--- config.mk ---
export PLATFORM = sky130hd
export DESIGN_NAME = decode_pipe
export DESIGN_NICKNAME = d
export VERILOG_FILES = /design/src/rtl/decode_pipe.sv
export SDC_FILE = /design/constraint.sdc
export NUM_CORES = 1
export LEC_CHECK = 0
export CAP_MARGIN = 30
export CELL_PAD_IN_SITES_DETAIL_PLACEMENT = 1
export CELL_PAD_IN_SITES_GLOBAL_PLACEMENT = 1
export CORE_MARGIN = 2
export CORE_UTILIZATION = 35
export DETAILED_ROUTE_END_ITERATION = 10
export GPL_ROUTABILITY_DRIVEN = 0
export PLACE_DENSITY = 0.71
export SYNTH_ARGS = -nofsm -noshare
export SYNTH_HDL_FRONTEND = slang
export SYNTH_SLANG_ARGS = --single-unit
--- constraint.sdc ---
create_clock -name clk -period 8.4 [get_ports clk]
set_clock_uncertainty 0.1 [all_clocks]
set_input_delay 1.68 -clock clk [delete_from_list [all_inputs] [get_ports clk]]
set_output_delay 1.68 -clock clk [all_outputs]
set_load 0.1 [all_outputs]
--- src/rtl/decode_pipe.sv ---
// RV32IM decode stage: decodes each accepted fetch word into an
// rv32_instr_packet_t and buffers it in a small FIFO ahead of issue.
// Illegal encodings are flagged, still buffered, and counted (saturating).

package decode_pipe_pkg;

  typedef enum logic [5:0] {
    ALU_OP_NOP    = 6'd0,
    ALU_OP_LUI    = 6'd1,
    ALU_OP_AUIPC  = 6'd2,
    ALU_OP_JAL    = 6'd3,
    ALU_OP_JALR   = 6'd4,
    ALU_OP_BEQ    = 6'd5,
    ALU_OP_BNE    = 6'd6,
    ALU_OP_BLT    = 6'd7,
    ALU_OP_BGE    = 6'd8,
    ALU_OP_BLTU   = 6'd9,
    ALU_OP_BGEU   = 6'd10,
    ALU_OP_LB     = 6'd11,
    ALU_OP_LH     = 6'd12,
    ALU_OP_LW     = 6'd13,
    ALU_OP_LBU    = 6'd14,
    ALU_OP_LHU    = 6'd15,
    ALU_OP_SB     = 6'd16,
    ALU_OP_SH     = 6'd17,
    ALU_OP_SW     = 6'd18,
    ALU_OP_ADDI   = 6'd19,
    ALU_OP_SLTI   = 6'd20,
    ALU_OP_SLTIU  = 6'd21,
    ALU_OP_XORI   = 6'd22,
    ALU_OP_ORI    = 6'd23,
    ALU_OP_ANDI   = 6'd24,
    ALU_OP_SLLI   = 6'd25,
    ALU_OP_SRLI   = 6'd26,
    ALU_OP_SRAI   = 6'd27,
    ALU_OP_ADD    = 6'd28,
    ALU_OP_SUB    = 6'd29,
    ALU_OP_SLL    = 6'd30,
    ALU_OP_SLT    = 6'd31,
    ALU_OP_SLTU   = 6'd32,
    ALU_OP_XOR    = 6'd33,
    ALU_OP_SRL    = 6'd34,
    ALU_OP_SRA    = 6'd35,
    ALU_OP_OR     = 6'd36,
    ALU_OP_AND    = 6'd37,
    ALU_OP_MUL    = 6'd38,
    ALU_OP_MULH   = 6'd39,
    ALU_OP_MULHSU = 6'd40,
    ALU_OP_MULHU  = 6'd41,
    ALU_OP_DIV    = 6'd42,
    ALU_OP_DIVU   = 6'd43,
    ALU_OP_REM    = 6'd44,
    ALU_OP_REMU   = 6'd45
  } alu_op_t;

  typedef struct packed {
    logic [4:0]  rs1;
    logic [4:0]  rs2;
    logic [4:0]  rd;
    logic [31:0] imm32;
    alu_op_t     alu_op;
  } rv32_instr_packet_t;

  localparam logic [6:0] OPC_LUI    = 7'b0110111;
  localparam logic [6:0] OPC_AUIPC  = 7'b0010111;
  localparam logic [6:0] OPC_JAL    = 7'b1101111;
  localparam logic [6:0] OPC_JALR   = 7'b1100111;
  localparam logic [6:0] OPC_BRANCH = 7'b1100011;
  localparam logic [6:0] OPC_LOAD   = 7'b0000011;
  localparam logic [6:0] OPC_STORE  = 7'b0100011;
  localparam logic [6:0] OPC_OP_IMM = 7'b0010011;
  localparam logic [6:0] OPC_OP     = 7'b0110011;

endpackage

module decode_pipe
  import decode_pipe_pkg::*;
#(
  parameter int ENABLE_M   = 1,
  parameter int PC_W       = 32,
  parameter int FIFO_DEPTH = 2,
  parameter int CNT_W      = 16
) (
  input  logic               clk,
  input  logic               rst_n,
  input  logic               in_valid,
  output logic               in_ready,
  input  logic [31:0]        in_instr,
  input  logic [PC_W-1:0]    in_pc,
  input  logic               flush,
  output logic               out_valid,
  input  logic               out_ready,
  output rv32_instr_packet_t out_pkt,
  output logic [PC_W-1:0]    out_pc,
  output logic               out_illegal,
  output logic [CNT_W-1:0]   illegal_count
);

  // Handshake semantics (both sides): a transfer happens on a rising edge
  // where valid && ready are both high. in_ready depends only on rst_n,
  // flush and FIFO fullness (never on out_ready), so a full FIFO refuses
  // input even while the head is being popped in the same cycle.

  localparam int AW = $clog2(FIFO_DEPTH);
  localparam rv32_instr_packet_t RESET_PKT = '{
    rs1: 5'd0, rs2: 5'd0, rd: 5'd0, imm32: 32'd0, alu_op: ALU_OP_NOP
  };
  localparam logic [CNT_W-1:0] CNT_MAX = {CNT_W{1'b1}};

  // Instruction fields
  logic [6:0]  opcode;
  logic [2:0]  funct3;
  logic [6:0]  funct7;
  logic [4:0]  f_rd;
  logic [4:0]  f_rs1;
  logic [4:0]  f_rs2;
  logic [31:0] imm_i;
  logic [31:0] imm_s;
  logic [31:0] imm_b;
  logic [31:0] imm_u;
  logic [31:0] imm_j;
  logic [31:0] imm_sh;

  assign opcode = in_instr[6:0];
  assign funct3 = in_instr[14:12];
  assign funct7 = in_instr[31:25];
  assign f_rd   = in_instr[11:7];
  assign f_rs1  = in_instr[19:15];
  assign f_rs2  = in_instr[24:20];
  assign imm_i  = {{20{in_instr[31]}}, in_instr[31:20]};
  assign imm_s  = {{20{in_instr[31]}}, in_instr[31:25], in_instr[11:7]};
  assign imm_b  = {{20{in_instr[31]}}, in_instr[7], in_instr[30:25],
                   in_instr[11:8], 1'b0};
  assign imm_u  = {in_instr[31:12], 12'b0};
  assign imm_j  = {{12{in_instr[31]}}, in_instr[19:12], in_instr[20],
                   in_instr[30:21], 1'b0};
  assign imm_sh = {27'd0, in_instr[24:20]};

  rv32_instr_packet_t dec_pkt;
  rv32_instr_packet_t raw_pkt;
  logic               dec_illegal;

  // Decode the incoming word; illegal entries carry an all-zero NOP packet
  always_comb begin
    raw_pkt     = RESET_PKT;
    dec_illegal = 1'b0;
    unique case (opcode)
      OPC_LUI: begin
        raw_pkt.rd     = f_rd;
        raw_pkt.imm32  = imm_u;
        raw_pkt.alu_op = ALU_OP_LUI;
      end
      OPC_AUIPC: begin
        raw_pkt.rd     = f_rd;
        raw_pkt.imm32  = imm_u;
        raw_pkt.alu_op = ALU_OP_AUIPC;
      end
      OPC_JAL: begin
        raw_pkt.rd     = f_rd;
        raw_pkt.imm32  = imm_j;
        raw_pkt.alu_op = ALU_OP_JAL;
      end
      OPC_JALR: begin
        raw_pkt.rd     = f_rd;
        raw_pkt.rs1    = f_rs1;
        raw_pkt.imm32  = imm_i;
        raw_pkt.alu_op = ALU_OP_JALR;
        if (funct3 != 3'b000) dec_illegal = 1'b1;
      end
      OPC_BRANCH: begin
        raw_pkt.rs1   = f_rs1;
        raw_pkt.rs2   = f_rs2;
        raw_pkt.imm32 = imm_b;
        case (funct3)
          3'b000:  raw_pkt.alu_op = ALU_OP_BEQ;
          3'b001:  raw_pkt.alu_op = ALU_OP_BNE;
          3'b100:  raw_pkt.alu_op = ALU_OP_BLT;
          3'b101:  raw_pkt.alu_op = ALU_OP_BGE;
          3'b110:  raw_pkt.alu_op = ALU_OP_BLTU;
          3'b111:  raw_pkt.alu_op = ALU_OP_BGEU;
          default: dec_illegal = 1'b1;
        endcase
      end
      OPC_LOAD: begin
        raw_pkt.rd    = f_rd;
        raw_pkt.rs1   = f_rs1;
        raw_pkt.imm32 = imm_i;
        case (funct3)
          3'b000:  raw_pkt.alu_op = ALU_OP_LB;
          3'b001:  raw_pkt.alu_op = ALU_OP_LH;
          3'b010:  raw_pkt.alu_op = ALU_OP_LW;
          3'b100:  raw_pkt.alu_op = ALU_OP_LBU;
          3'b101:  raw_pkt.alu_op = ALU_OP_LHU;
          default: dec_illegal = 1'b1;
        endcase
      end
      OPC_STORE: begin
        raw_pkt.rs1   = f_rs1;
        raw_pkt.rs2   = f_rs2;
        raw_pkt.imm32 = imm_s;
        case (funct3)
          3'b000:  raw_pkt.alu_op = ALU_OP_SB;
          3'b001:  raw_pkt.alu_op = ALU_OP_SH;
          3'b010:  raw_pkt.alu_op = ALU_OP_SW;
          default: dec_illegal = 1'b1;
        endcase
      end
      OPC_OP_IMM: begin
        raw_pkt.rd    = f_rd;
        raw_pkt.rs1   = f_rs1;
        raw_pkt.imm32 = imm_i;
        case (funct3)
          3'b000: raw_pkt.alu_op = ALU_OP_ADDI;
          3'b010: raw_pkt.alu_op = ALU_OP_SLTI;
          3'b011: raw_pkt.alu_op = ALU_OP_SLTIU;
          3'b100: raw_pkt.alu_op = ALU_OP_XORI;
          3'b110: raw_pkt.alu_op = ALU_OP_ORI;
          3'b111: raw_pkt.alu_op = ALU_OP_ANDI;
          3'b001: begin
            raw_pkt.imm32  = imm_sh;
            raw_pkt.alu_op = ALU_OP_SLLI;
            if (funct7 != 7'b0000000) dec_illegal = 1'b1;
          end
          default: begin
            // funct3 = 101: shift right, logical or arithmetic by funct7
            raw_pkt.imm32 = imm_sh;
            if (funct7 == 7'b0000000)      raw_pkt.alu_op = ALU_OP_SRLI;
            else if (funct7 == 7'b0100000) raw_pkt.alu_op = ALU_OP_SRAI;
            else                           dec_illegal = 1'b1;
          end
        endcase
      end
      OPC_OP: begin
        raw_pkt.rd  = f_rd;
        raw_pkt.rs1 = f_rs1;
        raw_pkt.rs2 = f_rs2;
        if (funct7 == 7'b0000001) begin
          // M-extension group; every funct3 is a valid M op
          if (ENABLE_M == 0) dec_illegal = 1'b1;
          case (funct3)
            3'b000:  raw_pkt.alu_op = ALU_OP_MUL;
            3'b001:  raw_pkt.alu_op = ALU_OP_MULH;
            3'b010:  raw_pkt.alu_op = ALU_OP_MULHSU;
            3'b011:  raw_pkt.alu_op = ALU_OP_MULHU;
            3'b100:  raw_pkt.alu_op = ALU_OP_DIV;
            3'b101:  raw_pkt.alu_op = ALU_OP_DIVU;
            3'b110:  raw_pkt.alu_op = ALU_OP_REM;
            default: raw_pkt.alu_op = ALU_OP_REMU;
          endcase
        end else begin
          case ({funct7, funct3})
            10'b0000000_000: raw_pkt.alu_op = ALU_OP_ADD;
            10'b0100000_000: raw_pkt.alu_op = ALU_OP_SUB;
            10'b0000000_001: raw_pkt.alu_op = ALU_OP_SLL;
            10'b0000000_010: raw_pkt.alu_op = ALU_OP_SLT;
            10'b0000000_011: raw_pkt.alu_op = ALU_OP_SLTU;
            10'b0000000_100: raw_pkt.alu_op = ALU_OP_XOR;
            10'b0000000_101: raw_pkt.alu_op = ALU_OP_SRL;
            10'b0100000_101: raw_pkt.alu_op = ALU_OP_SRA;
            10'b0000000_110: raw_pkt.alu_op = ALU_OP_OR;
            10'b0000000_111: raw_pkt.alu_op = ALU_OP_AND;
            default:         dec_illegal = 1'b1;
          endcase
        end
      end
      default: dec_illegal = 1'b1;
    endcase
  end

  // Illegal encodings are passed on as a clean NOP so issue never sees junk
  always_comb begin
    dec_pkt = dec_illegal ? RESET_PKT : raw_pkt;
  end

  // FIFO state: pointers carry one extra wrap bit to tell full from empty
  logic [AW:0]        wr_ptr;
  logic [AW:0]        rd_ptr;
  rv32_instr_packet_t pkt_mem [FIFO_DEPTH];
  logic [PC_W-1:0]    pc_mem  [FIFO_DEPTH];
  logic               ill_mem [FIFO_DEPTH];
  logic               empty;
  logic               full;
  logic               push;
  logic               pop;

  assign empty     = (wr_ptr == rd_ptr);
  assign full      = (wr_ptr[AW] != rd_ptr[AW]) &&
                     (wr_ptr[AW-1:0] == rd_ptr[AW-1:0]);
  assign in_ready  = rst_n && !flush && !full;
  assign out_valid = rst_n && !empty;
  assign push      = in_valid && in_ready;
  assign pop       = out_valid && out_ready;

  // Pointer update: reset and flush both collapse the FIFO to empty
  always_ff @(posedge clk) begin
    if (!rst_n) begin
      wr_ptr <= '0;
      rd_ptr <= '0;
    end else if (flush) begin
      wr_ptr <= '0;
      rd_ptr <= '0;
    end else begin
      if (push) wr_ptr <= wr_ptr + 1'b1;
      if (pop)  rd_ptr <= rd_ptr + 1'b1;
    end
  end

  // Storage write; contents are don't-care until covered by the pointers
  always_ff @(posedge clk) begin
    if (push) begin
      pkt_mem[wr_ptr[AW-1:0]] <= dec_pkt;
      pc_mem[wr_ptr[AW-1:0]]  <= in_pc;
      ill_mem[wr_ptr[AW-1:0]] <= dec_illegal;
    end
  end

  // Saturating count of illegal entries actually pushed (flush keeps it)
  always_ff @(posedge clk) begin
    if (!rst_n) begin
      illegal_count <= '0;
    end else if (push && dec_illegal && (illegal_count != CNT_MAX)) begin
      illegal_count <= illegal_count + 1'b1;
    end
  end

  // Head presentation: reset values whenever nothing valid is at the head
  always_comb begin
    out_pkt     = RESET_PKT;
    out_pc      = '0;
    out_illegal = 1'b0;
    if (out_valid) begin
      out_pkt     = pkt_mem[rd_ptr[AW-1:0]];
      out_pc      = pc_mem[rd_ptr[AW-1:0]];
      out_illegal = ill_mem[rd_ptr[AW-1:0]];
    end
  end

endmodule
Yosys cells after proc, flatten, opt, wreduce, memory -nomap -nowiden
Memories as Yosys holds them, arrays and structs flattened. A register that Yosys moved wholly into a read port is not among the register bits.
Index checks and enable logic that the tools add are counted.
{ "word_totals": {"reg_bits": 20, "mem_bits_rw": 172, "output_inout_bits": 104, "memories": 3} }
{ "memory_table": {"columns": ["memory", "depth", "word_bits", "read_ports", "rd_clocked_by_memory_dff", "wr", "line_no", "text"], "rows": [
  ["pkt_mem", 2, 53, 1, 1, 1, "278", "rv32_instr_packet_t pkt_mem [FIFO_DEPTH];"],
  ["pc_mem", 2, 32, 1, 1, 1, "279", "logic [PC_W-1:0] pc_mem [FIFO_DEPTH];"],
  ["ill_mem", 2, 1, 1, 1, 1, "280", "logic ill_mem [FIFO_DEPTH];"]
]} }
{ "classes": {"n_addsub": 3, "eq_ne": 31, "muxes": 38, "n_bitwise": 1, "n_reduce_logical": 28} }
{ "op_table": {"columns": ["op", "count"], "rows": [
  ["32-bit one-hot mux with 6 select lines", 1],
  ["53-bit 2-to-1 mux", 2],
  ["32-bit 2-to-1 mux", 2],
  ["6-bit one-hot mux with 10 select lines", 1],
  ["6-bit one-hot mux with 9 select lines", 1],
  ["10-bit by 3-bit equality test with 1-bit output (second input constant)", 4],
  ["5-bit one-hot mux with 7 select lines", 1],
  ["7-bit by 6-bit equality test with 1-bit output (second input constant)", 4],
  ["4-bit one-hot mux with 7 select lines", 1],
  ["5-bit 2-to-1 mux", 5],
  ["4-bit one-hot mux with 6 select lines", 1],
  ["7-bit equality test (second input constant)", 3],
  ["10-bit by 2-bit equality test with 1-bit output (second input constant)", 2],
  ["10-bit by 9-bit equality test with 1-bit output (second input constant)", 2],
  ["4-bit one-hot mux with 5 select lines", 1],
  ["1-bit 2-to-1 mux", 18],
  ["6-bit OR reduction", 3],
  ["16-bit by 1-bit adder with 16-bit output (second input constant)", 1],
  ["16-bit inequality test (second input constant)", 1],
  ["5-bit one-hot mux with 3 select lines", 1],
  ["7-bit by 5-bit equality test with 1-bit output (second input constant)", 2],
  ["3-bit equality test (second input constant)", 4],
  ["10-bit by 1-bit equality test with 1-bit output (second input constant)", 1],
  ["10-bit logical NOT", 1],
  ["23 further kinds", 38]
]} }

Longest topological paths before layout
Gate-level depths: netlist (run 1).
{ "logic_depth": {"word_depth": 7, "depth_mapped": 10, "depth_no_buf": 7} }

Worst setup path after synthesis (run 1)
Ideal clock, no wire load.
{ "synth_timing": {"path_kind": "input -> register", "from": "in flush", "to": "mem ill_mem[0], enable pin", "setup_ns": 0.531, "arrival_ns": 7.450, "required_ns": 7.769, "setup_slack_ns": 0.318, "stages": 4, "cell_sequence": "nand2b_1 a21oi_1 nand2_1 nor2_1"} }
{ "synth_between": {"elab_chain_len": 6} }
{ "synth_lines": {"columns": ["element", "line_no", "text"], "rows": [
  ["start, declared", "90", "input logic flush,"],
  ["1-bit logical NOT", "289", "assign in_ready = rst_n && !flush && !full;"],
  ["1-bit logical AND (2 in a row)", "289", null],
  ["net in_ready", "87", "output logic in_ready,"],
  ["1-bit logical AND", "291", "assign push = in_valid && in_ready;"],
  ["1-bit 2-to-1 mux", "310", "if (push) begin"],
  ["1-bit 2-to-1 mux (not written as such)", "313", "ill_mem[wr_ptr[AW-1:0]] <= dec_illegal;"],
  ["end, declared", "280", null]
]} }
The timed path passes the listed nets, and every way through them passes these cells.

==> results, run 1 <==
- The starting density of the core is 0.354.
- The number of distinct standard cells referenced by the synthesized netlist is 63.
- The sequential standard cell area is 0.00559 mm2.
- After detailed routing, the average wire length per cell comes to 18.5 um.
- The slowest stage of the critical path belongs to the cell sky130_fd_sc_hd__clkdlybuf4s50_1.
- For this design the total switching power over the nets is 0.519 mW.
- Of the post-synthesis cell area, the part taken by muxes is 0.102.
- In this run, CTS created clock tree buffers numbering 17.
- For this run, the top clock speed supported by timing is 0.159 GHz.
- In this run the power density over the cells is 176 mW/mm2.
- The worst setup path is launched from a primary input.
- For this run, design rule violations remaining after detail routing come to 0.
- The origin of the worst setup path is rst_n.
- The number of enable-type register cells in the synthesized netlist is 172.
- The end point of the critical path is out_pkt[11].
- The cell area that synthesis handed to floorplanning was 0.00885 mm2.
- The share of total power dissipated in combinational logic is 0.081.
- The run finished with clean final reports.
- The met2 global-route usage is 0.277.
- Entering global routing, the biggest net connects 81 pins.
- The gate count after technology mapping is 732.
- Detailed routing inserted a total of 6277 vias.
- The remaining global-route overflow is 0.
- The total inserted antenna cells is 0.
- After clock tree synthesis, the repair step resized 0 gates.
- After routing, the total negative slack on setup checks comes to 0 ns.
- The clock drives 193 sinks.
- Setup repair after global routing left no endpoint under its margin.
- The type of the worst setup path is in2out.
- The final number of hold-violating endpoints was 0.
- The maximum fanout encountered on the critical timing path is 80.
- For the worst flop-to-flop path, the logic depth is 4.
- The initial antenna violation count was 0.
- The internal portion of total power is 1.52 mW.
- The floorplan core area is 0.0250 mm2.
- The worst reg2reg path endpoint is ill_mem[1]$_DFFE_PP_.
- In the final layout, the share of cells above drive strength 1 is 0.0590.
- Relative to the synthesized area, the layout overhead comes to 30.7%.
- Of the total power, the share spent switching nets is 0.255.
- Of the available clock period, the critical path in the final layout requires 0.749.
- Summing internal, switching and leakage power gives 2.04 mW.
- The required time at the endpoint of the critical path is 6.62 ns.
- The post-route minimum period is 6.29 ns.
- Among the stages of the critical path, the cell type that occurs most often is sky130_fd_sc_hd__clkdlybuf4s50_1.
- The worst endpoint data arrival time is 4.51 ns.
- The number of fill cells is 2646.
- The number of nets in the synthesized netlist is 802.
- After synthesis, the largest family of logic cells by area is simple AND/OR/NAND/NOR gates.
- In this run the core area contains 58 standard-cell rows.
- The setup-violating endpoint count in the final report is 0.
- The largest stage delay on the critical path is 1.19 ns.
- The hold-fix buffer count after cts is 0.
- Dividing the detail-routed via count by the number of cells gives 5.11.
- Of the total synthesized cell area, the portion taken by full adders, half adders and majority gates is 0.00254.
- For this run, the post-layout net count is 956.
- Of the total power, registers draw 0.520.
- The share of synthesized area occupied by flip-flops and latches is 0.631.
- The level count of the clock H-tree is 4.
- The number of max-slew violations in the final report was 0.
- The layer with the highest usage is met2.
- Setup slack on the worst reg-to-reg path comes out at 5.69 ns.
- The worst hold-check path type is reg2reg.
- A synthesized cell averages 12.1 um2.
- Summing all multi-input logic gate instances after layout gives 0.00304 mm2.
- The xor and xnor fraction of the mapped netlist area is 0.00693.
- Synthesis inferred 193 register bits.
- Once layout is done, the placed cells without fillers occupy 0.0116 mm2.
- The pre-antenna-repair detailed-routing pass consisted of 4 iterations.
- The first global-routing pass estimated 35300 um of wire.
- The initial DRC count is 391.
- For met1 alone, demand over resource in global routing was 0.239.
- The number of global-route vias before repair is 6321.
- The total routing usage reported by global routing is 0.173.
- Once detailed placement completed, the half-perimeter wirelength came to 15600 um.
- The maximum clock insertion buffer count is 2.
- The tree is rooted in a sky130_fd_sc_hd__clkbuf_16.
- The die is 163 um tall.
- Wires add up to 22700 um.
- The count of pins on the block boundary is 173.
- The async set-reset flop share out of synthesis is 0.
- The number of warnings issued by yosys is 0.
- After clock tree synthesis, the clock-pin slew on the worst setup and hold paths is 0.08 ns.
- The area enclosed by the die boundary is 0.0266 mm2.
- The prevailing post-synth register cell is sky130_fd_sc_hd__edfxtp_1.
- The clock network power share is 0.399.
- The number of input and output port buffers inserted is 172.
- The synthesized-area fraction occupied by ao, oa, aoi and oai cells is 0.0828.
- TritonCTS built the clock tree.
- For this design the static power due to leakage is 3.39 nW.
- At the pin with the least slew margin, the transition time is 1.01 ns.
- For this run, global-route usage on met3 was measured as 0.0292.
- From left edge to right edge, the die measures 163 um.
- The placed cell area is 0.0110 mm2.
- At the later pin of the worst-skew pair, clock insertion delay measures 0.43 ns.
- The nature of the critical path endpoint is an output port.
- The signal on the critical path passes through clkdlybuf4s50_1 > o21ai_4 > buf_12 > nor2_1 > clkdlybuf4s50_1.
- VDD sags by at most 0.0945 mV.
- The post-CTS repair timing setup buffer count is 0.
- In this run the critical register-to-register path is launched from wr_ptr[0]$_SDFFE_PP0P_.
- The synthesized-area fraction occupied by and/or/nand/nor cells is 0.146.
- The count of max-cap constraint violations is 0.
- The worst slew slack as a fraction of its limit is 0.322.
- The detail route stage leaves a number of antenna-violating nets equal to 0.
-- cells in the mapped netlist (3+ instances only) --
master / n / share of area
sky130_fd_sc_hd__o211ai_1: 4 / 0.0034
sky130_fd_sc_hd__nor3_1: 14 / 0.0079
sky130_fd_sc_hd__or4_1: 6 / 0.0051
sky130_fd_sc_hd__edfxtp_1: 172 / 0.58
sky130_fd_sc_hd__xnor2_1: 3 / 0.0030
sky130_fd_sc_hd__buf_6: 4 / 0.0051
sky130_fd_sc_hd__nand2_1: 53 / 0.022
sky130_fd_sc_hd__nand4_1: 5 / 0.0035
sky130_fd_sc_hd__a21oi_1: 41 / 0.023
sky130_fd_sc_hd__and2_1: 24 / 0.017
sky130_fd_sc_hd__xor2_1: 4 / 0.0040
sky130_fd_sc_hd__inv_1: 9 / 0.0038
sky130_fd_sc_hd__dfxtp_1: 21 / 0.047
sky130_fd_sc_hd__nor2b_1: 6 / 0.0042
sky130_fd_sc_hd__buf_1: 11 / 0.0047
sky130_fd_sc_hd__a211oi_1: 3 / 0.0025
sky130_fd_sc_hd__a221oi_1: 3 / 0.0030
sky130_fd_sc_hd__nand2b_1: 8 / 0.0057
sky130_fd_sc_hd__and3_1: 9 / 0.0064
sky130_fd_sc_hd__or3_1: 3 / 0.0021
sky130_fd_sc_hd__nand3_1: 16 / 0.0090
sky130_fd_sc_hd__nor2_1: 114 / 0.048
sky130_fd_sc_hd__o311a_1: 3 / 0.0034
sky130_fd_sc_hd__o21ai_0: 18 / 0.010
sky130_fd_sc_hd__nand3b_1: 3 / 0.0025
sky130_fd_sc_hd__clkbuf_1: 29 / 0.012
sky130_fd_sc_hd__mux2i_1: 90 / 0.10
sky130_fd_sc_hd__o31ai_1: 9 / 0.0076
sky130_fd_sc_hd__a22oi_1: 4 / 0.0034
-- per-stage QoR --
| stage | instances | hold WS [ns] | setup slack [ns] | utilization |
|---|---|---|---|---|
| 6_report | 1229 | 0.402 | 2.11 | 0.462 |
| 5_1_grt | 1229 | 0.433 | 1.97 | 0.462 |
| 4_1_cts | 1229 | 0.406 | 1.99 | 0.462 |
| 3_5_place_dp | 1197 | 0.390 | 1.99 | 0.438 |
| 3_3_place_gp | 1192 | 0.372 | 2.02 | 0.433 |
| 2_1_floorplan | 732 | 0.398 | 0.318 | - |
-- worst min path at each step --
stage / startpoint / to / slack (ns) / cells after the start
after floorplan: rd_ptr[1]$_SDFFE_PP0P_ / rd_ptr[1]$_SDFFE_PP0P_ / 0.40 / 2
after global placement: illegal_count[8]$_SDFFE_PN0P_ / illegal_count[8]$_SDFFE_PN0P_ / 0.37 / 2
after detailed placement: illegal_count[8]$_SDFFE_PN0P_ / illegal_count[8]$_SDFFE_PN0P_ / 0.39 / 2
after CTS: illegal_count[8]$_SDFFE_PN0P_ / illegal_count[8]$_SDFFE_PN0P_ / 0.41 / 2
after global routing: illegal_count[8]$_SDFFE_PN0P_ / illegal_count[8]$_SDFFE_PN0P_ / 0.43 / 2
final: illegal_count[8]$_SDFFE_PN0P_ / illegal_count[8]$_SDFFE_PN0P_ / 0.40 / 2
-- power by group through the flow --
| stage | Sequential (mW) | Combinational (mW) | Clock (mW) |
|---|---|---|---|
| after floorplan | 1.08 | 0.0917 | 0 |
| after global placement | 1.08 | 0.162 | 0 |
| after detailed placement | 1.08 | 0.166 | 0 |
| after CTS | 1.06 | 0.167 | 0.833 |
| after global routing | 1.06 | 0.177 | 0.866 |
| final | 1.06 | 0.165 | 0.813 |
-- layer usage --
metal	vias to the layer above	share of wire
met5	-	0
met1	3094	0.46
li1	3006	-
met4	0	0.021
met2	154	0.48
met3	23	0.039
-- worst max-delay path, delay by kind of cell --
kind / cells / cell delay (ns)
AND/OR/NAND/NOR: 1 / 0.27
AO/OA/AOI/OAI: 1 / 0.21
buffers and inverters: 3 / 2.33
-- flip-flops by register name, summed over array words and instances (netlist names), named ones only --
name,flops
wr_ptr,2
illegal_count,16
rd_ptr,2
pc_mem,64
ill_mem,2
pkt_mem,106
-- area by class of cell --
type,instances,area share
clock buffer,17,0.0368
inverter,10,0.00324
timing repair buffer,181,0.163
multi-input combinational,483,0.262
clock inverter,15,0.0159
tap,330,0.0357
sequential,193,0.483
-- cells by family after synthesis --
group,count (synthesis)
AO/OA/AOI/OAI,111
XOR/XNOR,7
adder cells (fa/ha/maj),2
buffers and inverters,56
flip-flops,193
multiplexers,90
AND/OR/NAND/NOR,273
-- placed cells by master, fill, tap and decap left out, drive strengths merged, types with 4 or more instances in the layout --
cell / netlist / final
dfxtp: 21 / 21
nor2: 114 / 114
and3: 9 / 9
o21ai: 19 / 19
buf: 17 / 9
mux2i: 90 / 90
nand2b: 8 / 8
nor2b: 6 / 6
nor3: 14 / 14
a22oi: 4 / 4
o31ai: 9 / 9
nand3: 17 / 17
or4: 7 / 7
xor2: 4 / 4
o211ai: 4 / 4
edfxtp: 172 / 172
nand4: 5 / 5
nand2: 53 / 53
clkinv: 0 / 7
and2: 25 / 25
clkdlybuf4s50: 0 / 172
a21oi: 43 / 43
inv: 10 / 17
a211oi: 4 / 4
clkbuf: 29 / 17
Power figures use the tool's default switching activity.
==> run 2, diff against run 1 <==
Settings changed: PLACE_DENSITY 0.71 to 0.73.
Clock period 8.4 ns to 5.3 ns, I/O delays scaled along.
==> run 2 against run 1 <==
Critical endpoint is now out_pkt[8]. Routed wire length grew 0.23%. Power increased by 57%. Highest routed layer unchanged. Global-route usage barely moved. Combinational power is 59% higher. Critical path depth grew 2. Clock-buffer cell count up 1. Final area decreased by 1.9%. Register-to-register slack worse by 2.8 ns. Sequential share of layout area grew 0.95 points. Sequential power grew 58%. Die area is the same. Utilization decreased by 0.89 points.
==> results, run 2 (same netlist as run 1, synthesis figures left out) <==
- After detailed routing, the number of vias per cell comes to 5.14.
- In the routed design, unresolved DRC markers number 0.
- The floorplan step set the die height to 163 um.
- The worst slew slack as a fraction of its limit is 0.332.
- Clock latency on the worst-skew pair, taken at its later pin, is 0.43 ns.
- The run finished with clean final reports.
- The total inserted antenna cells is 0.
- The internal portion of total power is 2.39 mW.
- Leaving out fill and tap cells, the most frequent cell in the layout is sky130_fd_sc_hd__edfxtp_1.
- The net switching power is 0.801 mW.
- Of the total power, the share spent switching nets is 0.251.
- The required time at the endpoint of the critical path is 4.14 ns.
- The level count of the clock H-tree is 4.
- Relative to the synthesized area, the layout overhead comes to 28.2%.
- In the global route stage, overall resource usage came out at 0.172.
- The final number of hold-violating endpoints is 0.
- Summed over all layers, the routed wires come to 22800 um.
- In this run, CTS created clock tree buffers numbering 17.
- The fraction of power consumed by combinational cells is 0.082.
- The setup-violating endpoint count in the final report is 0.
- The pin count of the biggest net entering global routing is 58.
- The tightest hold margin is 0.396 ns.
- The count of max-cap constraint violations is 0.
- The power share of the sequential group is 0.525.
- Of the total power, the clock network draws 0.392.
- The ratio of total power to cell area is 282 mW/mm2.
- The number of max-slew violations in the final report came to 0.
- The launching element type of the critical path is a primary input.
- The fmax is 0.250 GHz.
- The area enclosed by the die boundary is 0.0266 mm2.
- The clock transition at the registers of the reported paths is 0.08 ns.
- The finished layout holds 1236 standard cells, fillers aside.
- The number of input and output port buffers inserted is 172.
- The cell sitting at the root of the clock tree is a sky130_fd_sc_hd__clkbuf_16.
- The register with the most flip-flops in the layout has 106 of them.
- The worst hold-check path type is reg2reg.
- The post-route minimum period is 4.00 ns.
- The first global-routing pass estimated 35000 um of wire.
- The number of placement rows is 58.
- The analysis attributes to cell leakage a power of 3.59 nW.
- In the final layout, the share of cells above drive strength 1 is 0.162.
- The routed length on met3 is 1160 um.
- By startpoint and endpoint, the worst setup path is classified as in2out.
- The number of vias in the routed layout is 6355.
- The worst-case IR drop observed on VDD is 0.206 mV.
- The hold-fix buffer count after cts is 0.
- The count of instances resized after the clock tree is built is 0.
- The sequential standard cell area is 0.00559 mm2.
- During I/O placement, the number of pins put on the boundary was 173.
- The maximum clock insertion buffer count is 2.
- The clock tree from TritonCTS is yes.
- The final worst-path cycle share is 0.755.
- The initial antenna violation count is 0.
- The placed cell area is 0.0108 mm2.
- The post-layout instance area is 0.0113 mm2.
- In this run, placement finished with an instance count of 1204.
- The starting density of the core is 0.354.
- The library cells used most frequently in the layout, excluding fill and tap cells, are 172 x sky130_fd_sc_hd__edfxtp_1, 113 x sky130_fd_sc_hd__nor2_1, 99 x sky130_fd_sc_hd__buf_4, 90 x sky130_fd_sc_hd__mux2i_1, 84 x sky130_fd_sc_hd__clkdlybuf4s50_1.
- The nature of the critical path endpoint is an output port.
- The setup TNS after final layout is 0 ns.
- The highest metal layer carrying signal wires in the routed design is met4.
- The number of global-route vias before repair is 6252.
- The length of routed met2 wiring is 10900 um.
- The multi-input combinational cells in the finished layout cover a total of 0.00304 mm2.
- The count of antenna-violating nets left after detailed routing is 0.
- The remaining global-route overflow is 0.
- Setup repair after global routing left no endpoint under its margin.
- The number of fill cells is 2678.
- Data arrives at the worst endpoint at 2.84 ns.
- The floorplan step defined a core boundary enclosing 0.0250 mm2.
- The HPWL after detailed placement is 15800 um.
- Clock tree synthesis found a total of 193 sinks.
- The number of detailed-routing iterations run before antenna repair is 7.
- Of all nets on the critical path, the largest fanout is 53.
- After detailed routing, the average wire length per cell comes to 18.4 um.
- Post-CTS timing repair inserted 0 buffers for setup.
- After detailed routing, the wire length on met1 is 10600 um.
- The horizontal die dimension is 163 um.
- The slew of the pin with the lowest slew margin is 0.998 ns.
- The initial DRC count is 463.
- The net count of the finished layout is 963.
## run 2: changes by cell type in the layout (fill, tap and decap cells not counted)
cell | previous run | this run
sky130_fd_sc_hd__inv_12 | 2 | 0
sky130_fd_sc_hd__buf_4 | 3 | 99
sky130_fd_sc_hd__clkinv_4 | 1 | 4
sky130_fd_sc_hd__clkinv_2 | 1 | 0
sky130_fd_sc_hd__clkdlybuf4s50_1 | 172 | 84
sky130_fd_sc_hd__buf_16 | 3 | 0
sky130_fd_sc_hd__clkinvlp_4 | 1 | 0
sky130_fd_sc_hd__clkbuf_1 | 0 | 1
sky130_fd_sc_hd__clkinv_8 | 5 | 4
sky130_fd_sc_hd__buf_12 | 3 | 5
sky130_fd_sc_hd__inv_8 | 2 | 3
## run 2: layout make-up
type                       count  share of cell area
sequential                   193               0.492
inverter                      10             0.00331
clock buffer                  18              0.0378
tap                          330              0.0364
timing repair buffer         188               0.148
clock inverter                14              0.0141
multi-input combinational    483               0.268
## run 2: power by group through the flow
stage	combinational (mW)	clock, mW	sequential, mW
5_1_grt	0.280	1.34	1.68
6_report	0.263	1.25	1.68
2_1_floorplan	0.146	0	1.72
4_1_cts	0.265	1.28	1.68
3_5_place_dp	0.264	0	1.71
3_3_place_gp	0.261	0	1.71
## run 2: critical path, cell delays in order
cell and delay, ns:
sky130_fd_sc_hd__clkdlybuf4s50_1 0.47, sky130_fd_sc_hd__buf_4 0.22, sky130_fd_sc_hd__o21ai_4 0.14, sky130_fd_sc_hd__buf_12 0.19
sky130_fd_sc_hd__buf_12 0.20, sky130_fd_sc_hd__nor2_1 0.22, sky130_fd_sc_hd__buf_4 0.33
## run 2: through the flow
stage                      util  power, mW  setup slack, ns
after floorplan               -       1.86            0.179
after global placement    0.429       1.97             1.13
after detailed placement  0.430       1.98             1.20
after CTS                 0.453       3.23             1.23
after global routing      0.453       3.30             1.20
final                     0.453       3.20             1.30
## run 2: routing by layer
layer | track usage | vias to the layer above
met1 | 0.244 | 3147
met5 | 0 | -
met2 | 0.275 | 172
met3 | 0.0361 | 10
li1 | - | 3026
met4 | 0.0350 | 0
## run 2: final timing paths
kind | slack [ns] | depth (start not counted) | startpoint | end
setup / recovery | 1.30 | 7 | rst_n | out_pkt[8]
hold / removal | 0.40 | 2 | illegal_count[8]$_SDFFE_PN0P_ | illegal_count[8]$_SDFFE_PN0P_
setup reg to reg | 2.91 | 6 | wr_ptr[0]$_SDFFE_PP0P_ | illegal_count[3]$_SDFFE_PN0P_
hold reg to reg | 0.40 | 2 | illegal_count[8]$_SDFFE_PN0P_ | illegal_count[8]$_SDFFE_PN0P_
